===== config.mk =====
export PLATFORM = sky130hd
export DESIGN_NAME = cpu_clk_ctrl
export DESIGN_NICKNAME = d
export VERILOG_FILES = /design/src/rtl/cpu_clk_ctrl.sv
export SDC_FILE = /design/constraint.sdc
export NUM_CORES = 1
export LEC_CHECK = 0
export BUFFER_PORTS_ARGS = -buffer_cell sky130_fd_sc_hd__buf_2
export CAP_MARGIN = 20
export CORE_ASPECT_RATIO = 1.5
export CORE_MARGIN = 4
export CORE_UTILIZATION = 50
export CTS_CLUSTER_SIZE = 12
export DETAILED_ROUTE_END_ITERATION = 16
export PLACE_DENSITY = 0.66
export SLEW_MARGIN = 5
export SYNTH_ARGS = -nofsm -noshare
export SYNTH_HDL_FRONTEND = slang
export SYNTH_SLANG_ARGS = --single-unit

===== constraint.sdc =====
create_clock -name clk -period 2.25 [get_ports clk]
set_input_delay 0.3375 -clock clk [delete_from_list [all_inputs] [get_ports clk]]
set_output_delay 0.3375 -clock clk [all_outputs]
set_load 0.02 [all_outputs]

===== src/rtl/cpu_clk_ctrl.sv =====
// cpu_clk_ctrl: run/pause/single-step clock-enable controller for the SAP-1 CPU.
// Define CPU_CLK_CTRL_DEBOUNCE_EN to add a stability-counter debouncer on both buttons.
module cpu_clk_ctrl #(
    parameter int DIV_WIDTH       = 21,
    parameter int DEBOUNCE_CYCLES = 65536,
    parameter bit START_RUN       = 1'b1
) (
    input  logic clk,
    input  logic reset,
    input  logic i_run_btn,
    input  logic i_step_btn,
    input  logic i_hlt,
    output logic o_cpu_en,
    output logic o_running,
    output logic o_halted,
    output logic o_heartbeat
);

    localparam logic [1:0] ST_PAUSED  = 2'd0;
    localparam logic [1:0] ST_RUNNING = 2'd1;
    localparam logic [1:0] ST_STEP    = 2'd2;
    localparam logic [1:0] ST_HALTED  = 2'd3;
    localparam logic [1:0] ST_INIT    = START_RUN ? ST_RUNNING : ST_PAUSED;

    logic [DIV_WIDTH-1:0] r_prescaler;
    logic                 r_heartbeat;
    logic                 w_tick;

    logic [1:0] w_rawBtn;
    logic [1:0] r_sync1;
    logic [1:0] r_sync2;
    logic [1:0] w_level;
    logic [1:0] r_levelPrev;
    logic [1:0] r_press;
    logic       w_runPress;
    logic       w_stepPress;

    logic [1:0] r_state;
    logic       r_cpuEn;

    assign w_tick = &r_prescaler;

    always_ff @(posedge clk) begin
        if (reset) begin
            r_prescaler <= '0;
            r_heartbeat <= 1'b0;
        end else begin
            r_prescaler <= r_prescaler + DIV_WIDTH'(1);
            if (w_tick) begin
                r_heartbeat <= ~r_heartbeat;
            end
        end
    end

    // Bit 0 is the run button, bit 1 the step button throughout the front end.
    assign w_rawBtn = {i_step_btn, i_run_btn};

    always_ff @(posedge clk) begin
        if (reset) begin
            r_sync1     <= '0;
            r_sync2     <= '0;
            r_levelPrev <= '0;
            r_press     <= '0;
        end else begin
            r_sync1     <= w_rawBtn;
            r_sync2     <= r_sync1;
            r_levelPrev <= w_level;
            r_press     <= w_level & ~r_levelPrev;
        end
    end

`ifdef CPU_CLK_CTRL_DEBOUNCE_EN
    localparam int                  DB_WIDTH = $clog2(DEBOUNCE_CYCLES + 1);
    localparam logic [DB_WIDTH-1:0] DB_LAST  = DB_WIDTH'(DEBOUNCE_CYCLES - 1);

    logic [DB_WIDTH-1:0] r_dbCount [2];
    logic [1:0]          r_dbLevel;

    // Count consecutive samples that disagree with the debounced level; the counter
    // clears on any agreement and never runs past DB_LAST, so it cannot wrap.
    always_ff @(posedge clk) begin
        if (reset) begin
            r_dbLevel <= '0;
            for (int b = 0; b < 2; b++) begin
                r_dbCount[b] <= '0;
            end
        end else begin
            for (int b = 0; b < 2; b++) begin
                if (r_sync2[b] == r_dbLevel[b]) begin
                    r_dbCount[b] <= '0;
                end else if (r_dbCount[b] == DB_LAST) begin
                    r_dbLevel[b] <= r_sync2[b];
                    r_dbCount[b] <= '0;
                end else begin
                    r_dbCount[b] <= r_dbCount[b] + DB_WIDTH'(1);
                end
            end
        end
    end

    assign w_level = r_dbLevel;
`else
    assign w_level = r_sync2;
`endif

    assign w_runPress  = r_press[0];
    assign w_stepPress = r_press[1];

    // Halt beats a run press, which beats a step press or a prescaler tick.
    always_ff @(posedge clk) begin
        if (reset) begin
            r_state <= ST_INIT;
            r_cpuEn <= 1'b0;
        end else begin
            r_cpuEn <= 1'b0;
            case (r_state)
                ST_RUNNING: begin
                    if (i_hlt) begin
                        r_state <= ST_HALTED;
                    end else if (w_runPress) begin
                        r_state <= ST_PAUSED;
                    end else if (w_tick) begin
                        r_cpuEn <= 1'b1;
                    end
                end
                ST_PAUSED: begin
                    if (i_hlt) begin
                        r_state <= ST_HALTED;
                    end else if (w_runPress) begin
                        r_state <= ST_RUNNING;
                    end else if (w_stepPress) begin
                        r_state <= ST_STEP;
                        r_cpuEn <= 1'b1;
                    end
                end
                ST_STEP: begin
                    r_state <= ST_PAUSED;
                end
                default: begin
                    r_state <= ST_HALTED;
                end
            endcase
        end
    end

    assign o_cpu_en    = r_cpuEn;
    assign o_running   = (r_state == ST_RUNNING);
    assign o_halted    = (r_state == ST_HALTED);
    assign o_heartbeat = r_heartbeat;

endmodule


==> results.json, run 1 <==
{
  "status": "finished clean",
  "dp_hpwl_mm": 1.551,
  "io_pins": 9,
  "crit_end": "r_prescaler[15]",
  "multi_input_area_um2": 733.2,
  "root_buffer": "clkbuf_8",
  "core_region_area_um2": 2734,
  "final-setup-viol-count": 0,
  "area.growth.synth_to_final_pct": 9.343,
  "p_leak_nw": 0.6432,
  "ir_drop_mv": 0.4952,
  "clock_sinks": 33,
  "avgSynthCellArea_um2": 9.975,
  "cp-start-kind": "flop",
  "end_kind": "flop",
  "fin_setup_tns_ns": 0,
  "diodes": 0,
  "reg2reg_to": "r_prescaler[15]",
  "syn_inst": 145,
  "firstDrtPassIters": 4,
  "syn-num-nets": 151,
  "worst_pin_slew_ns": 0.5953,
  "r2r_slack_ns": 0.54,
  "grt_pass1_vias": 965,
  "required_ns": 2.42,
  "cp.arrival_ns": 1.88,
  "power_switching_w": 0.0002430,
  "fin_crit_ns": 1.712,
  "synth_area_um2": 1446,
  "max_freq_mhz": 584.2,
  "path_class": "flop to flop",
  "r2r_cells": 4,
  "rows": 23,
  "setup.worst_path.start": "r_prescaler[3]",
  "cts.htree.levels": 2,
  "start_util_pct": 52.91,
  "postCtsSetupBuffers": 0,
  "drt_iter0_drc": 18,
  "vias": 979,
  "r2r_start": "r_prescaler[3]",
  "powerDensity_nw_per_um2": 675.9,
  "pwr-share-seq_pct": 56.6,
  "die_area_um2": 3835,
  "p_comb_share_pct": 3.9,
  "swShare_pct": 22.73,
  "cts_tree": "yes",
  "grt.total_usage_pct": 14.16,
  "path_clk_slew_ns": 0.07,
  "ant_nets": 0,
  "die_w_um": 51.92,
  "final-max-slew-violation-count": 0,
  "yosys_warnings": 0,
  "power.share.clock_pct": 39.5,
  "postCtsResizedCells": 0,
  "synth_top_area_cell": "dfxtp_1",
  "worst-path-max-fanout": 12,
  "fillCellCount": 242,
  "drc": 0,
  "die_h_um": 73.87,
  "finalCritPeriodShare_pct": 76.08,
  "p_int_w": 0.0008260,
  "synth-seq-area-share_pct": 45.67,
  "clock_path_buffers": 2,
  "ys_ff_latch": 33,
  "hp-class": "primary input to flop",
  "antenna_found_initial": 0,
  "clock_skew_ns": 0.007583,
  "synth_top_area_share_pct": 45.67,
  "rsz0062_at_grt": "false",
  "max_slew_margin_pct": 60.31,
  "synth.distinct_cells": 34,
  "portBuffers": 8,
  "via_per_inst": 5.099,
  "setup_ws_ns": 0.5382,
  "grt_max_degree": 38,
  "hold_viol": 0,
  "seq_area_um2": 660.6,
  "grt_pass1_wl_mm": 3.912,
  "pre_cts_ws_ns": 0.5447,
  "grt-ovfl-total": 0,
  "synthTopCellsByArea": "dfxtp_1 46%, nor2b_1 6.1%, nor2_1 5.2%",
  "gp_congestion": 0.7189,
  "drive_gt1_share_pct": 18.06,
  "max_cap_viol_count": 0,
  "wl_per_cell_um": 11.43,
  "cts_hold_buf": 0,
  "cts-buffers-inserted": 5,
  "clk_latency_ns": 0.28,
  "nets": 160,
  "wl_mm": 2.195
}
per-stage QoR:
stage / utilization, % / total power (W) / hold WS [ns] / std cells / cell area (um2)
floorplan: - / 0.0006481 / 0.3674 / 145 / 1446
global placement: 54.69 / 0.0006585 / 0.3723 / 184 / 1495
detailed placement: 54.69 / 0.0006607 / 0.3780 / 184 / 1495
CTS: 57.85 / 0.001091 / 0.2472 / 192 / 1582
global route: 57.85 / 0.001126 / 0.2663 / 192 / 1582
finish: 57.85 / 0.001069 / 0.2573 / 192 / 1582
sequential cells by signal, summed over array words and instances, names as in the netlist:
register and flops:
r_prescaler 21, r_levelPrev 2, r_press 2, r_state 2, r_sync1 2, r_sync2 2, o_cpu_en 1, o_heartbeat 1
worst min path at each step:
stage | startpoint | endpoint | slack [ns] | cells after the start
floorplan | r_levelPrev[0] | r_press[0] | 0.37 | 1
global placement | r_levelPrev[1] | r_press[1] | 0.37 | 1
detailed placement | r_levelPrev[1] | r_press[1] | 0.38 | 1
CTS | i_step_btn | r_sync1[1] | 0.25 | 2
global route | i_step_btn | r_sync1[1] | 0.27 | 2
finish | i_step_btn | r_sync1[1] | 0.26 | 2
layer usage:
metal | up-vias | GRT usage [%] | wire length, um
met5 | - | 0 | 0
met4 | 0 | 7.872 | 55
met3 | 6 | 6.085 | 101
met2 | 12 | 25.45 | 1136
met1 | 444 | 12.90 | 903
li1 | 517 | - | -
area by class of cell:
cell class	count	area share [%]
Inverter	4	0.9494
Sequential cell	33	41.77
Clock inverter	3	1.108
Timing Repair Buffer	8	2.532
Clock buffer	5	4.351
Tap cell	37	2.927
Multi-Input combinational cell	102	46.36
synthesized netlist by cell type, drive strengths merged:
| library cell | n |
|---|---|
| nor2b | 14 |
| or4 | 1 |
| buf | 4 |
| inv | 4 |
| a21oi | 7 |
| nand2b | 3 |
| and3 | 1 |
| clkbuf | 2 |
| a21o | 1 |
| or3 | 3 |
| ha | 1 |
| and4 | 3 |
| o21ai | 3 |
| nor4b | 1 |
| nand2 | 5 |
| mux2 | 4 |
| nor4 | 2 |
| nand4 | 6 |
| xnor2 | 7 |
| dfxtp | 33 |
| nor3 | 5 |
| xor2 | 3 |
| a211oi | 1 |
| a31o | 2 |
| o32ai | 1 |
| o21bai | 1 |
| nand3 | 7 |
| nor2 | 20 |
power by group through the flow:
stage	clock network (W)	logic, W	registers (W)
6_report	0.000422	0.0000421	0.000605
4_1_cts	0.000443	0.0000432	0.000605
3_3_place_gp	0	0.0000413	0.000617
2_1_floorplan	0	0.0000321	0.000616
3_5_place_dp	0	0.0000428	0.000618
5_1_grt	0.000472	0.0000484	0.000606
placed cells by master (no fill, tap or decap), types with 4 or more instances in the layout:
cell / instances
nor2_1: 20
dfxtp_1: 33
nand3_1: 6
inv_1: 4
a21oi_1: 7
nand2_1: 5
xnor2_1: 7
buf_2: 8
clkbuf_8: 5
nor2b_1: 14
critical path, cell delays in order, from the launching register on:
cell and delay [ns]:
dfxtp_1 0.43, nand4_4 0.26, nor3_4 0.35, and4_1 0.24
mux2_1 0.31
logic make-up (layout without fill, tap and decap cells):
| group | count (synthesis) | in the layout | synth area share, % |
|---|---|---|---|
| multiplexers | 4 | 4 | 3.373 |
| flip-flops | 33 | 33 | 45.67 |
| AO/OA/AOI/OAI | 16 | 16 | 6.834 |
| buffers and inverters | 10 | 20 | 3.633 |
| adder cells (fa/ha/maj) | 1 | 1 | 0.8649 |
| AND/OR/NAND/NOR | 71 | 71 | 33.56 |
| XOR/XNOR | 10 | 10 | 6.056 |
Note: power is estimated with default switching activity, not from simulation.
==> inputs of run 2 (changes only) <==
- ABC_AREA: unset -> 1
- clock period: 2.25 -> 1.7 ns (I/O delays scaled with it)
==> run 2 against run 1 <==
Against the previous run:
- sequential power increased by 33%
- first-iteration DRC count is 22% lower
- synthesized area is 0.26% lower
- maximum frequency increased by 29%
- cell count increased by 29%
- critical path depth grew 4
==> results.json, run 2 <==
{
  "status": "finished clean",
  "end_kind": "flop",
  "slowest_delay_ns": 0.35,
  "cts.htree.levels": 2,
  "pwr-share-seq_pct": 55.8,
  "top_register": "r_prescaler",
  "min_from": "i_run_btn",
  "drc": 0,
  "rsz0062_at_grt": "false",
  "hold-path-cell-count": 3,
  "netlist_top_cells_count": "41 x nor2_1, 36 x nand2_1, 33 x dfxtp_1",
  "max_freq_mhz": 753.4,
  "core_region_area_um2": 2734,
  "crit_end": "r_prescaler[20]",
  "yosys_warnings": 0,
  "synth_area_um2": 1443,
  "nets": 215,
  "p_leak_nw": 0.6013,
  "final_core_util_pct": 58.49,
  "required_ns": 1.88,
  "path_class": "flop to flop",
  "r2r_cells": 8,
  "dp_hpwl_mm": 1.957,
  "max_slew_margin_pct": 75.49,
  "root_buffer": "clkbuf_8",
  "dp.cells": 239,
  "firstDrtPassIters": 4,
  "power_switching_w": 0.0003381,
  "avgSynthCellArea_um2": 7.360,
  "hold_viol": 0,
  "cp-start-kind": "flop",
  "synth-async-reset-ratio_pct": 0,
  "via_per_inst": 4.850,
  "ir_drop_mv": 0.8616,
  "fillCellCount": 258,
  "crit_path_cell_trace": "ha_1 -> nand2_1 -> nor2_2 -> nand3_1 -> nor2_1 -> nand2_1 -> nand2_1 -> nor2_1",
  "path_clk_slew_ns": 0.06,
  "portBuffers": 8,
  "wl_per_cell_um": 10.45,
  "gp_congestion": 0.8369,
  "postCtsSetupBuffers": 0,
  "yosysMostFrequentCell": "nor2_1",
  "r2r_start": "r_prescaler[0]",
  "hp-class": "primary input to flop",
  "vias": 1198,
  "antenna_found_initial": 0,
  "cts-buffers-inserted": 5,
  "grt.total_usage_pct": 16.67,
  "start_util_pct": 52.77,
  "syn_inst": 196,
  "rows": 23,
  "clk_latency_ns": 0.28,
  "max_cap_viol_count": 0,
  "die_w_um": 51.86,
  "swShare_pct": 23.47,
  "clock_skew_ns": 0.004875,
  "synth_edf_count": 0,
  "final-max-slew-violation-count": 0,
  "grt_max_degree": 23,
  "syn-num-nets": 202,
  "cts_hold_buf": 0,
  "synth-seq-area-share_pct": 45.79,
  "drive_gt1_share_pct": 14.76,
  "r2r_slack_ns": 0.37,
  "cp.arrival_ns": 1.51,
  "largest_register_ffs": 21,
  "clock_sinks": 33,
  "synthTopCellsByArea": "dfxtp_1 46%, nor2_1 11%, nand2_1 9.4%",
  "fin_crit_ns": 1.327,
  "crit_top_cell": "nand2_1",
  "setup.worst_path.start": "r_prescaler[0]",
  "area.growth.synth_to_final_pct": 10.84,
  "synth_top_area_cell": "dfxtp_1",
  "grt_pass1_wl_mm": 4.767,
  "drt_iter0_drc": 14,
  "p_comb_share_pct": 5.3,
  "final-setup-viol-count": 0,
  "grt-ovfl-total": 0,
  "diodes": 0,
  "postCtsResizedCells": 0,
  "clock_path_buffers": 2,
  "finalCritPeriodShare_pct": 78.08,
  "powerDensity_nw_per_um2": 900.7,
  "power.share.clock_pct": 38.9,
  "grt_pass1_vias": 1164,
  "die_area_um2": 3826,
  "pre_cts_ws_ns": 0.3617,
  "final_common_cell": "nor2_1",
  "p_int_w": 0.001102,
  "ys_ff_latch": 33,
  "wl_mm": 2.580,
  "synth.distinct_cells": 26,
  "fin_setup_tns_ns": 0,
  "setup_ws_ns": 0.3726,
  "ant_nets": 0,
  "hold_ws_ns": 0.1777,
  "synth_top_area_share_pct": 45.79,
  "layout_common_cells": "41 x nor2_1, 36 x nand2_1, 33 x dfxtp_1",
  "synthFlopType": "dfxtp_1",
  "fin_cells": 247,
  "worst_pin_slew_ns": 0.3668,
  "crit_slowest_cell": "dfxtp_1",
  "cts_tree": "yes",
  "die_h_um": 73.79,
  "reg2reg_to": "r_prescaler[20]",
  "io_pins": 9,
  "worst-path-max-fanout": 3
}
run 2: metrics by stage:
step	total power [W]	cell area (um2)
final	0.001440	1599
after global routing	0.001505	1599
after CTS	0.001461	1599
after detailed placement	0.0008985	1516
after global placement	0.0008946	1516
after floorplan	0.0008752	1443
run 2: worst min path at each step:
stage,to,slack [ns]
3_3_place_gp,r_press[1],0.38
3_5_place_dp,r_press[1],0.39
4_1_cts,r_sync1[0],0.17
5_1_grt,r_sync1[1],0.20
6_report,r_sync1[0],0.18
2_1_floorplan,r_state[1],0.33
run 2: final cells by class:
cell class	count	area [um2]	area share [%]
sequential	33	660.6	41.31
clock inverter	2	10.01	0.6260
tap	37	46.29	2.895
timing repair buffer	9	47.55	2.973
inverter	23	86.33	5.399
multi-input combinational	137	675.6	42.25
clock buffer	6	72.57	4.538
run 2: layer usage:
layer / vias up / share of wire (%) / GRT usage, %
li1: 642 / - / -
met1: 532 / 41 / 17.25
met2: 16 / 52 / 29.37
met3: 8 / 3.5 / 5.680
met4: 0 / 3.0 / 7.872
met5: - / 0 / 0
run 2: kinds of logic (layout without fill, tap and decap cells):
kind of cell,count (synthesis),after routing,share of synthesized area [%]
AND/OR/NAND/NOR,107,107,33.91
flip-flops,33,33,45.79
buffers and inverters,26,40,7.371
AO/OA/AOI/OAI,25,25,9.627
XOR/XNOR,4,4,2.429
adder cells (fa/ha/maj),1,1,0.8672
run 2: power by group through the flow:
stage	clock [W]	combinational, W	sequential (W)
6_report	0.000561	0.0000760	0.000804
5_1_grt	0.000611	0.0000889	0.000805
4_1_cts	0.000580	0.0000772	0.000804
2_1_floorplan	0	0.0000558	0.000819
3_3_place_gp	0	0.0000743	0.000820
3_5_place_dp	0	0.0000771	0.000821
run 2: worst max-delay path: cells and delay by family, from the launching register on:
| family | cells | cell delay, ns |
|---|---|---|
| simple gates | 7 | 0.70 |
| fa+ha+maj | 1 | 0.17 |
| flops | 1 | 0.35 |
==> inputs of run 3 (changes only) <==
- PLACE_DENSITY: 0.66 -> 0.68
- clock period: 1.7 -> 1.22 ns (I/O delays scaled with it)
==> run 3 against run 2 <==
Against the previous run:
- combinational power is 79% higher
- first-iteration DRC count is 130% higher
- sequential share of layout area is 4.3 points lower
- worst hold slack worse by 0.079 ns
- die area stayed put
- clock power is 120% higher
- power is 72% higher
- highest routed layer unchanged
==> results.json, run 3 (synthesis results as in run 2) <==
{
  "status": "finished clean",
  "required_ns": 1.41,
  "r2r_slack_ns": 0.008,
  "firstDrtPassIters": 4,
  "antenna_found_initial": 0,
  "ir_drop_mv": 0.9208,
  "max_slew_margin_pct": 75.59,
  "end_kind": "flop",
  "power_switching_w": 0.0005001,
  "wl_per_cell_um": 12.05,
  "nets": 222,
  "drt_iter0_drc": 32,
  "fin_setup_tns_ns": 0,
  "area.growth.synth_to_final_pct": 27.15,
  "path_clk_slew_ns": 0.07,
  "gp_congestion": 0.8363,
  "p_leak_nw": 0.6981,
  "die_area_um2": 3826,
  "hold_viol": 0,
  "drt-met1-wl_mm": 1.200,
  "diodes": 0,
  "clock_sinks": 33,
  "worst_pin_slew_ns": 0.3658,
  "cp.arrival_ns": 1.40,
  "dp_hpwl_mm": 2.066,
  "clock_skew_ns": 0.006404,
  "cts-buffers-inserted": 5,
  "powerDensity_nw_per_um2": 1349,
  "root_buffer": "clkbuf_8",
  "clk_latency_ns": 0.29,
  "routed-wl-met2_mm": 1.601,
  "grt_pass1_vias": 1249,
  "largest_register_ffs": 21,
  "pwr-share-seq_pct": 45.6,
  "rows": 23,
  "hold-path-cell-count": 3,
  "cts_tree": "yes",
  "grt.total_usage_pct": 18.42,
  "portBuffers": 8,
  "fin_area_um2": 1834,
  "fin_crit_ns": 1.212,
  "die_h_um": 73.79,
  "r2r_cells": 8,
  "core_region_area_um2": 2734,
  "layout_common_cells": "35 x nor2_1, 34 x nand2_1, 22 x inv_1",
  "dr_wl_met3_um": 117,
  "worst-path-max-fanout": 5,
  "hold_ws_ns": 0.09877,
  "final-max-slew-violation-count": 0,
  "drive_gt1_share_pct": 32.26,
  "top_layer": "met4",
  "die_w_um": 51.86,
  "start_util_pct": 52.77,
  "cp-start-kind": "flop",
  "finalCritPeriodShare_pct": 99.33,
  "p_comb_share_pct": 5.5,
  "clock_path_buffers": 2,
  "via_per_inst": 5.102,
  "place_area_um2": 1549,
  "vias": 1296,
  "ant_nets": 0,
  "rsz0062_at_grt": "true",
  "power.share.clock_pct": 48.9,
  "grt-ovfl-total": 0,
  "hp-class": "primary input to flop",
  "max_freq_mhz": 825.2,
  "top_register": "r_prescaler",
  "cts.htree.levels": 2,
  "io_pins": 9,
  "max_cap_viol_count": 0,
  "final-setup-viol-count": 0,
  "p_int_w": 0.001974,
  "swShare_pct": 20.22,
  "final_common_cell": "nor2_1",
  "grt_pass1_wl_mm": 5.202,
  "grt_max_degree": 23,
  "finalPower_w": 0.002474,
  "wl_mm": 3.060,
  "path_class": "flop to flop",
  "drc": 0
}
run 3: per-stage QoR:
step | worst slack [ns] | utilization, % | cells
5_1_grt | -0.07557 | 67.09 | 254
2_1_floorplan | 0.01270 | - | 196
3_3_place_gp | -0.009950 | 56.66 | 243
3_5_place_dp | -0.06919 | 56.66 | 243
4_1_cts | -0.007129 | 63.84 | 252
6_report | 0.008114 | 67.09 | 254
run 3: power by group through the flow:
stage	sequential [W]	combinational, W	clock [W]
global placement	0.00114	0.000107	0
detailed placement	0.00114	0.000111	0
global route	0.00113	0.000152	0.00128
finish	0.00113	0.000136	0.00121
CTS	0.00112	0.000116	0.00124
floorplan	0.00114	0.0000784	0
run 3: layout make-up:
class,instances,area [um2]
Multi-Input combinational cell,137,778.2
Inverter,23,86.33
Clock inverter,3,65.06
Timing Repair Buffer,16,110.1
Clock buffer,5,68.82
Sequential cell,33,679.4
Fill cell,244,899.6
Tap cell,37,46.29
run 3: worst max-delay path, cell delays in order, from the launching register on:
cell and delay (ns):
dfxtp_2 0.36, ha_4 0.16, nand2_4 0.07, nor2_4 0.12, nand2_4 0.09, nor2_4 0.14, nand3_2 0.07, nand2_1 0.06
nor2_1 0.04
run 3: path summary, 6_finish.rpt:
kind	end	startpoint
max	o_heartbeat	r_prescaler[0]
min	r_sync1[0]	i_run_btn
max reg2reg	o_heartbeat	r_prescaler[0]
min reg2reg	r_press[0]	r_levelPrev[0]
run 3: timing repair:
item                                    in CTS  in global routing
endpoints found under the hold margin        0                  0
endpoints found under the setup margin      10                 18
buffers inserted                             1                  3
pin swaps                                    2                  9
hold buffers                                 0                  0
resized for setup                           16                 26
run 3: layer usage:
metal | up-vias | GRT usage, %
met5 | - | 0
met1 | 598 | 18.51
met2 | 26 | 32.31
li1 | 656 | -
met3 | 16 | 5.071
met4 | 0 | 11.95
